`src/rtl/w_writeback_grf.sv`:
```
// Writeback stage: selects the writeback datum, commits it to the 32x32 register file
// with same-cycle read bypass, counts retired instructions and keeps a one-cycle commit trace.
module w_writeback_grf #(
   parameter logic [31:0] LINK_OFFSET    = 32'd8,
   parameter logic [31:0] RESET_TRACE_PC = 32'h00003000
) (
   input  logic        clk,
   input  logic        reset,
   input  logic [31:0] W_ALU_O,
   input  logic [31:0] W_DM_O,
   input  logic [31:0] W_PC,
   input  logic [31:0] W_EXT_O,
   input  logic [31:0] W_CMP_O,
   input  logic [31:0] W_MUXMDSrc_O,
   input  logic [31:0] W_CP0_O,
   input  logic [4:0]  W_A3,
   input  logic [2:0]  W_WDSel,
   input  logic        W_RegWrite,
   input  logic        W_valid,
   input  logic [4:0]  D_A1,
   input  logic [4:0]  D_A2,
   output logic [31:0] D_RD1,
   output logic [31:0] D_RD2,
   output logic [31:0] W_WD,
   output logic [31:0] retired,
   output logic        commit_we,
   output logic [31:0] commit_pc,
   output logic [4:0]  commit_addr,
   output logic [31:0] commit_data
);

   logic [31:0] r_grf [0:31];
   logic [31:0] r_retired;
   logic        r_commit_we;
   logic [31:0] r_commit_pc;
   logic [4:0]  r_commit_addr;
   logic [31:0] r_commit_data;
   logic        w_we;
   logic [31:0] w_wd;

   always_comb begin
      w_wd = 32'h0;
      case (W_WDSel)
         3'd0:    w_wd = W_ALU_O;
         3'd1:    w_wd = W_DM_O;
         3'd2:    w_wd = W_PC + LINK_OFFSET;
         3'd3:    w_wd = W_EXT_O;
         3'd4:    w_wd = W_CMP_O;
         3'd5:    w_wd = W_MUXMDSrc_O;
         3'd6:    w_wd = W_CP0_O;
         default: w_wd = 32'h0;
      endcase
   end

   // Gating with reset keeps the bypass from exposing a write that is being discarded.
   assign w_we = W_RegWrite & W_valid & (W_A3 != 5'd0) & ~reset;

   always_comb begin
      D_RD1 = 32'h0;
      if (D_A1 == 5'd0)
         D_RD1 = 32'h0;
      else if (w_we && (D_A1 == W_A3))
         D_RD1 = w_wd;
      else
         D_RD1 = r_grf[D_A1];
   end

   always_comb begin
      D_RD2 = 32'h0;
      if (D_A2 == 5'd0)
         D_RD2 = 32'h0;
      else if (w_we && (D_A2 == W_A3))
         D_RD2 = w_wd;
      else
         D_RD2 = r_grf[D_A2];
   end

   always_ff @(posedge clk or posedge reset) begin
      if (reset) begin
         for (int i = 0; i < 32; i++)
            r_grf[i] <= 32'h0;
      end else if (w_we) begin
         r_grf[W_A3] <= w_wd;
      end
   end

   always_ff @(posedge clk or posedge reset) begin
      if (reset)
         r_retired <= 32'h0;
      else if (W_valid)
         r_retired <= r_retired + 32'd1;
   end

   always_ff @(posedge clk or posedge reset) begin
      if (reset) begin
         r_commit_we   <= 1'b0;
         r_commit_pc   <= RESET_TRACE_PC;
         r_commit_addr <= 5'd0;
         r_commit_data <= 32'h0;
      end else begin
         r_commit_we <= w_we;
         if (w_we) begin
            r_commit_pc   <= W_PC;
            r_commit_addr <= W_A3;
            r_commit_data <= w_wd;
         end
      end
   end

   assign W_WD        = w_wd;
   assign retired     = r_retired;
   assign commit_we   = r_commit_we;
   assign commit_pc   = r_commit_pc;
   assign commit_addr = r_commit_addr;
   assign commit_data = r_commit_data;

endmodule

```
`config.mk`:
```
export PLATFORM = sky130hd
export DESIGN_NAME = w_writeback_grf
export DESIGN_NICKNAME = d
export VERILOG_FILES = /design/src/rtl/w_writeback_grf.sv
export SDC_FILE = /design/constraint.sdc
export NUM_CORES = 2
export LEC_CHECK = 0
export CORE_ASPECT_RATIO = 1.25
export CORE_UTILIZATION = 60
export DETAILED_ROUTE_END_ITERATION = 8
export PLACE_DENSITY_LB_ADDON = 0.15
export SYNTH_ARGS = -nofsm -noshare
export SYNTH_HDL_FRONTEND = slang
export SYNTH_SLANG_ARGS = --single-unit
```
`constraint.sdc`:
```
create_clock -name clk -period 54.2 [get_ports clk]
set_input_delay 10.84 -clock clk [delete_from_list [all_inputs] [get_ports clk]]
set_output_delay 10.84 -clock clk [all_outputs]
set_load 0.05 [all_outputs]
```
==> summary.md <==
| Metric | Value |
|---|---|
| Fillers | `7605` |
| Core ar. | `99300 µm²` |
| Slowest stage cell, crit path | `nor2b_2` |
| Final setup violation count | `0` |
| CTS resizes | `0` |
| Die Y | `356 µm` |
| Count of pins over their slew limit | `0` |
| DRT Pass-1 Iters | `8` |
| #FFs+latches synth | `around 1100` |
| Nets | `approximately 6200` |
| Routed Antenna Nets | `0` |
| Post-Syn Area | `60300 µm²` |
| GRT busiest layer | `met2` |
| Dpl hpwl | `140 mm` |
| # DRC | `1` |
| Drt total wl | `220 mm` |
| Row count | `129` |
| Top-Level Pins | `444` |
| Clk pin slew, worst setup/hold paths | `approximately 0.060 ns` |
| CTS tree | `built` |
| Mapped Cells | `5841` |
| Crit path max fanout | `53` |
| Rel. slew slack | `approximately 11%` |
| Final Hold Fails | `0` |
| Failing checks | `DRC` |
| Max stage delay on crit path | `0.85 ns` |
| Count of input and output buffers | `443` |
| Clk buf depth | `3` |
| Initial antenna violation count | `23` |
| VDD IR max | `between 0.02 and 0.03 mV` |
| CP required | `43.36 ns` |
| RSZ-0062 raised after global routing | `false` |
| Grt ovf | `0` |
| Post-CTS Setup Bufs | `0` |
| Area leader, netlist | `dfrtp_1` |
| Crit path launch type | `input pin` |
| Routing usage on met3 | `13.2%` |
| Vias in the first global route | `between 50000 and 60000` |
| Insertion delay to the later sink of the worst-skew pair | `0.72 ns` |
| Commonest register cell after synthesis | `dfrtp_1` |
| Share of layout cells above drive strength 1 | `14.1%` |
| Syn_area_per_cell | `10.3 µm²` |
| Initial drt markers | `6553` |
| Leak | `0.0295 µW` |
| Worst path most repeated cell | `buf_4` |
| DR vias | `50700` |
| Cell variety after synth | `76` |
| Avg WL per Cell | `about 30 µm` |
| # H-tree levels | `3` |
| Max Cap Violations | `0` |
| Syn nets | `6090` |
| P per Cell Area | `32.4 nW/µm²` |
| Met2 GRT Util | `67.5%` |
| Largest net degree at the start of global routing | `123` |
| Post-synth EDFFs | `0` |
| Global-route wire length before repair | `roughly 320 mm` |
| Tmin final | `between 20 and 30 ns` |
| Worst Skew | `between 0.015 and 0.02 ns` |
| Synth top area share | `between 40% and 50%` |
| Area growth syn-to-layout | `13.9%` |
| Post-synth ARST share | `100%` |
| Period Utilization, post-route | `49.4%` |
| Cell Chain, Critical Path | `buf_8 > buf_4 > buf_4 > nor2b_2 > buf_4 > a22oi_1 > nand3_1 > o21ai_0 > nor4_1 > a211oi_1 > buf_4 > clkdlybuf4s50_1` |
| CTS Sinks | `1126` |
| Slew @ Worst Pin | `1.33 ns` |
| Met1 GRT Util | `52.5%` |
| GRT Total Usage | `43.5%` |
| Fmax | `37.4 MHz` |
| Register area share after synthesis | `46.7%` |
| Hold crit path type | `flip-flop to flip-flop` |
| Buf/Inv on CP | `6` |
| Syn. warnings | `0` |
| Placed cell area | `64900 µm²` |
| Setup TNS Final | `0 ns` |
| Inserted Clock Buffers | `113` |
| CP Data Arrival Time | `between 15 and 20 ns` |
| Cell area after layout | `around 69000 µm²` |
| Critical Path Sink Type | `primary output` |
| Die width | `286 µm` |
| Area contributors post-synth | `dfrtp_1, mux4_2, nand2_1` |
| Die area | `102000 µm²` |
| GPL Wtd Cong | `1.05` |
| Worst path top cell family by delay | `buffers and inverters` |
| Initial core utilization | `60.8%` |
| Vias/cell | `6.88` |
| Worst Path Class, Setup | `input pin to primary output` |
| Status | `complete, but fails checks` |
| Hold buffers post-CTS | `0` |
| Root Driver | `clkbuf_16` |
[routing by layer]
metal,up-vias,wire length [µm],part of all wire [%]
met5,-,103,0.047
met4,16,17700,8.1
met3,956,27000,12
met2,3542,100000,46
met1,24900,75100,34
li1,21200,-,-
[kinds of logic after synthesis]
| kind of cell | after synthesis | synth area share, % |
|---|---|---|
| AND/OR/NAND/NOR | 1685 | 11.7 |
| AO/OA/AOI/OAI | 1561 | 15.0 |
| flip-flops | 1126 | 46.7 |
| multiplexers | 764 | 20.5 |
| buffers and inverters | 635 | 5.10 |
| XOR/XNOR | 67 | 0.973 |
| adder cells (fa/ha/maj) | 3 | 0.0622 |
[where the power goes]
group          internal (µW)  total (µW)  switching [µW]
logic                    162         438             276
clock network            462         812             350
registers                914         974            59.7
[flip-flops by register name (all words and copies together) (netlist names)]
name,cells
retired,32
commit_we,1
commit_pc,32
commit_data,32
r_grf,1024
commit_addr,5
[cells in the final DEF (no fill, tap or decap), types with 9 or more instances in the layout]
| cell type | synthesis | routed |
|---|---|---|
| o21ai_2 | 11 | 11 |
| nand2b_1 | 11 | 11 |
| nor2_1 | 127 | 127 |
| nor4_1 | 27 | 26 |
| bufinv_16 | 0 | 9 |
| and2_0 | 9 | 9 |
| a21oi_4 | 0 | 10 |
| o21ai_1 | 129 | 129 |
| xor2_1 | 30 | 30 |
| a221o_1 | 11 | 11 |
| nor3_1 | 45 | 45 |
| and2_1 | 15 | 15 |
| a22oi_1 | 138 | 138 |
| nand2_1 | 1276 | 1245 |
| mux2i_1 | 358 | 358 |
| o221ai_1 | 9 | 9 |
| buf_4 | 79 | 140 |
| xnor2_1 | 37 | 37 |
| clkinv_2 | 0 | 24 |
| o22ai_1 | 37 | 37 |
| o21ai_0 | 932 | 932 |
| clkbuf_16 | 0 | 114 |
| o211ai_1 | 13 | 13 |
| mux2_2 | 27 | 27 |
| clkdlybuf4s50_1 | 0 | 432 |
| clkbuf_8 | 0 | 24 |
| nor2b_1 | 27 | 23 |
| dfrtp_1 | 1124 | 1124 |
| nand3_1 | 69 | 69 |
| nand2_2 | 2 | 28 |
| nand4_1 | 18 | 18 |
| mux4_2 | 374 | 374 |
| a22o_1 | 12 | 12 |
| a21oi_1 | 90 | 90 |
| a211oi_1 | 82 | 81 |
| clkbuf_1 | 331 | 21 |
| a221oi_1 | 46 | 46 |
| and3_1 | 15 | 14 |
| inv_1 | 44 | 42 |
[through the flow]
step	utilization (%)	hold slack (ns)	setup slack (ns)	std cells	total power [µW]
after detailed placement	65.4	0.384	27.51	7149	1420
after global placement	65.4	0.377	27.55	7149	1400
final	69.2	0.394	27.43	7364	2220
after CTS	69.2	0.397	27.50	7357	2210
after floorplan	-	0.441	11.65	5841	1260
after global routing	69.2	0.407	27.31	7362	2290
[synthesized netlist by cell type, types with 5 or more instances]
cell type / number
o22ai_1: 37
nor2_1: 127
and2_0: 9
a221oi_1: 46
o221ai_1: 9
xor2_1: 30
o21ai_0: 932
nor4_1: 27
and2_1: 15
dfrtp_1: 1124
buf_4: 79
o21ai_1: 129
mux2_1: 5
a21oi_2: 17
a31oi_1: 5
nand2_1: 1276
a21oi_1: 90
mux4_2: 374
inv_1: 44
o21ai_2: 11
mux2i_1: 358
buf_2: 123
and3_1: 15
buf_6: 29
a22oi_1: 138
or2_2: 6
nor3_1: 45
xnor2_1: 37
buf_1: 10
a2111oi_0: 7
nand2b_1: 11
nand3_1: 69
a221oi_2: 5
a211oi_1: 82
clkbuf_1: 331
o211ai_1: 13
nand4_1: 18
a22o_1: 12
mux2_2: 27
nor2b_1: 27
a221o_1: 11
clkbuf_2: 15
[worst register-to-register path: stages (launching register included)]
cell     delay (ns)
dfrtp_1        0.44
nand4_1        0.21
nor4_1         0.71
nand3_1        0.35
nor2_1         0.20
xor2_1         0.16
[cell type report]
| type | instances | area, µm² | share of cell area, % |
|---|---|---|---|
| multi-input cells | 4080 | 29300 | 42.7 |
| flip-flops and latches | 1126 | 28200 | 41.0 |
| repair buffers | 586 | 5550 | 8.07 |
| clock buffers | 159 | 3260 | 4.75 |
| well taps | 1310 | 1640 | 2.39 |
| clock inverters | 49 | 543 | 0.790 |
| inverters | 47 | 184 | 0.268 |
| diodes | 7 | 17.5 | 0.0255 |
[path summary, 6_finish.rpt]
| path | start | to | slack (ns) | cells after the start |
|---|---|---|---|---|
| setup / recovery | D_A2[2] | D_RD2[19] | 27.43 | 12 |
| max in group asynchronous | reset | r_grf[1012]$_DFFE_PP0P_ | 38.92 | 6 |
| min in group asynchronous | reset | r_grf[416]$_DFFE_PP0P_ | 11.11 | 2 |
| setup reg to reg | retired[11]$_DFFE_PP0P_ | retired[31]$_DFFE_PP0P_ | 52.06 | 5 |
| hold / removal | r_grf[998]$_DFFE_PP0P_ | r_grf[998]$_DFFE_PP0P_ | 0.39 | 0 |
| hold reg to reg | r_grf[998]$_DFFE_PP0P_ | r_grf[998]$_DFFE_PP0P_ | 0.39 | 0 |
(Power assumes the default switching activity.)
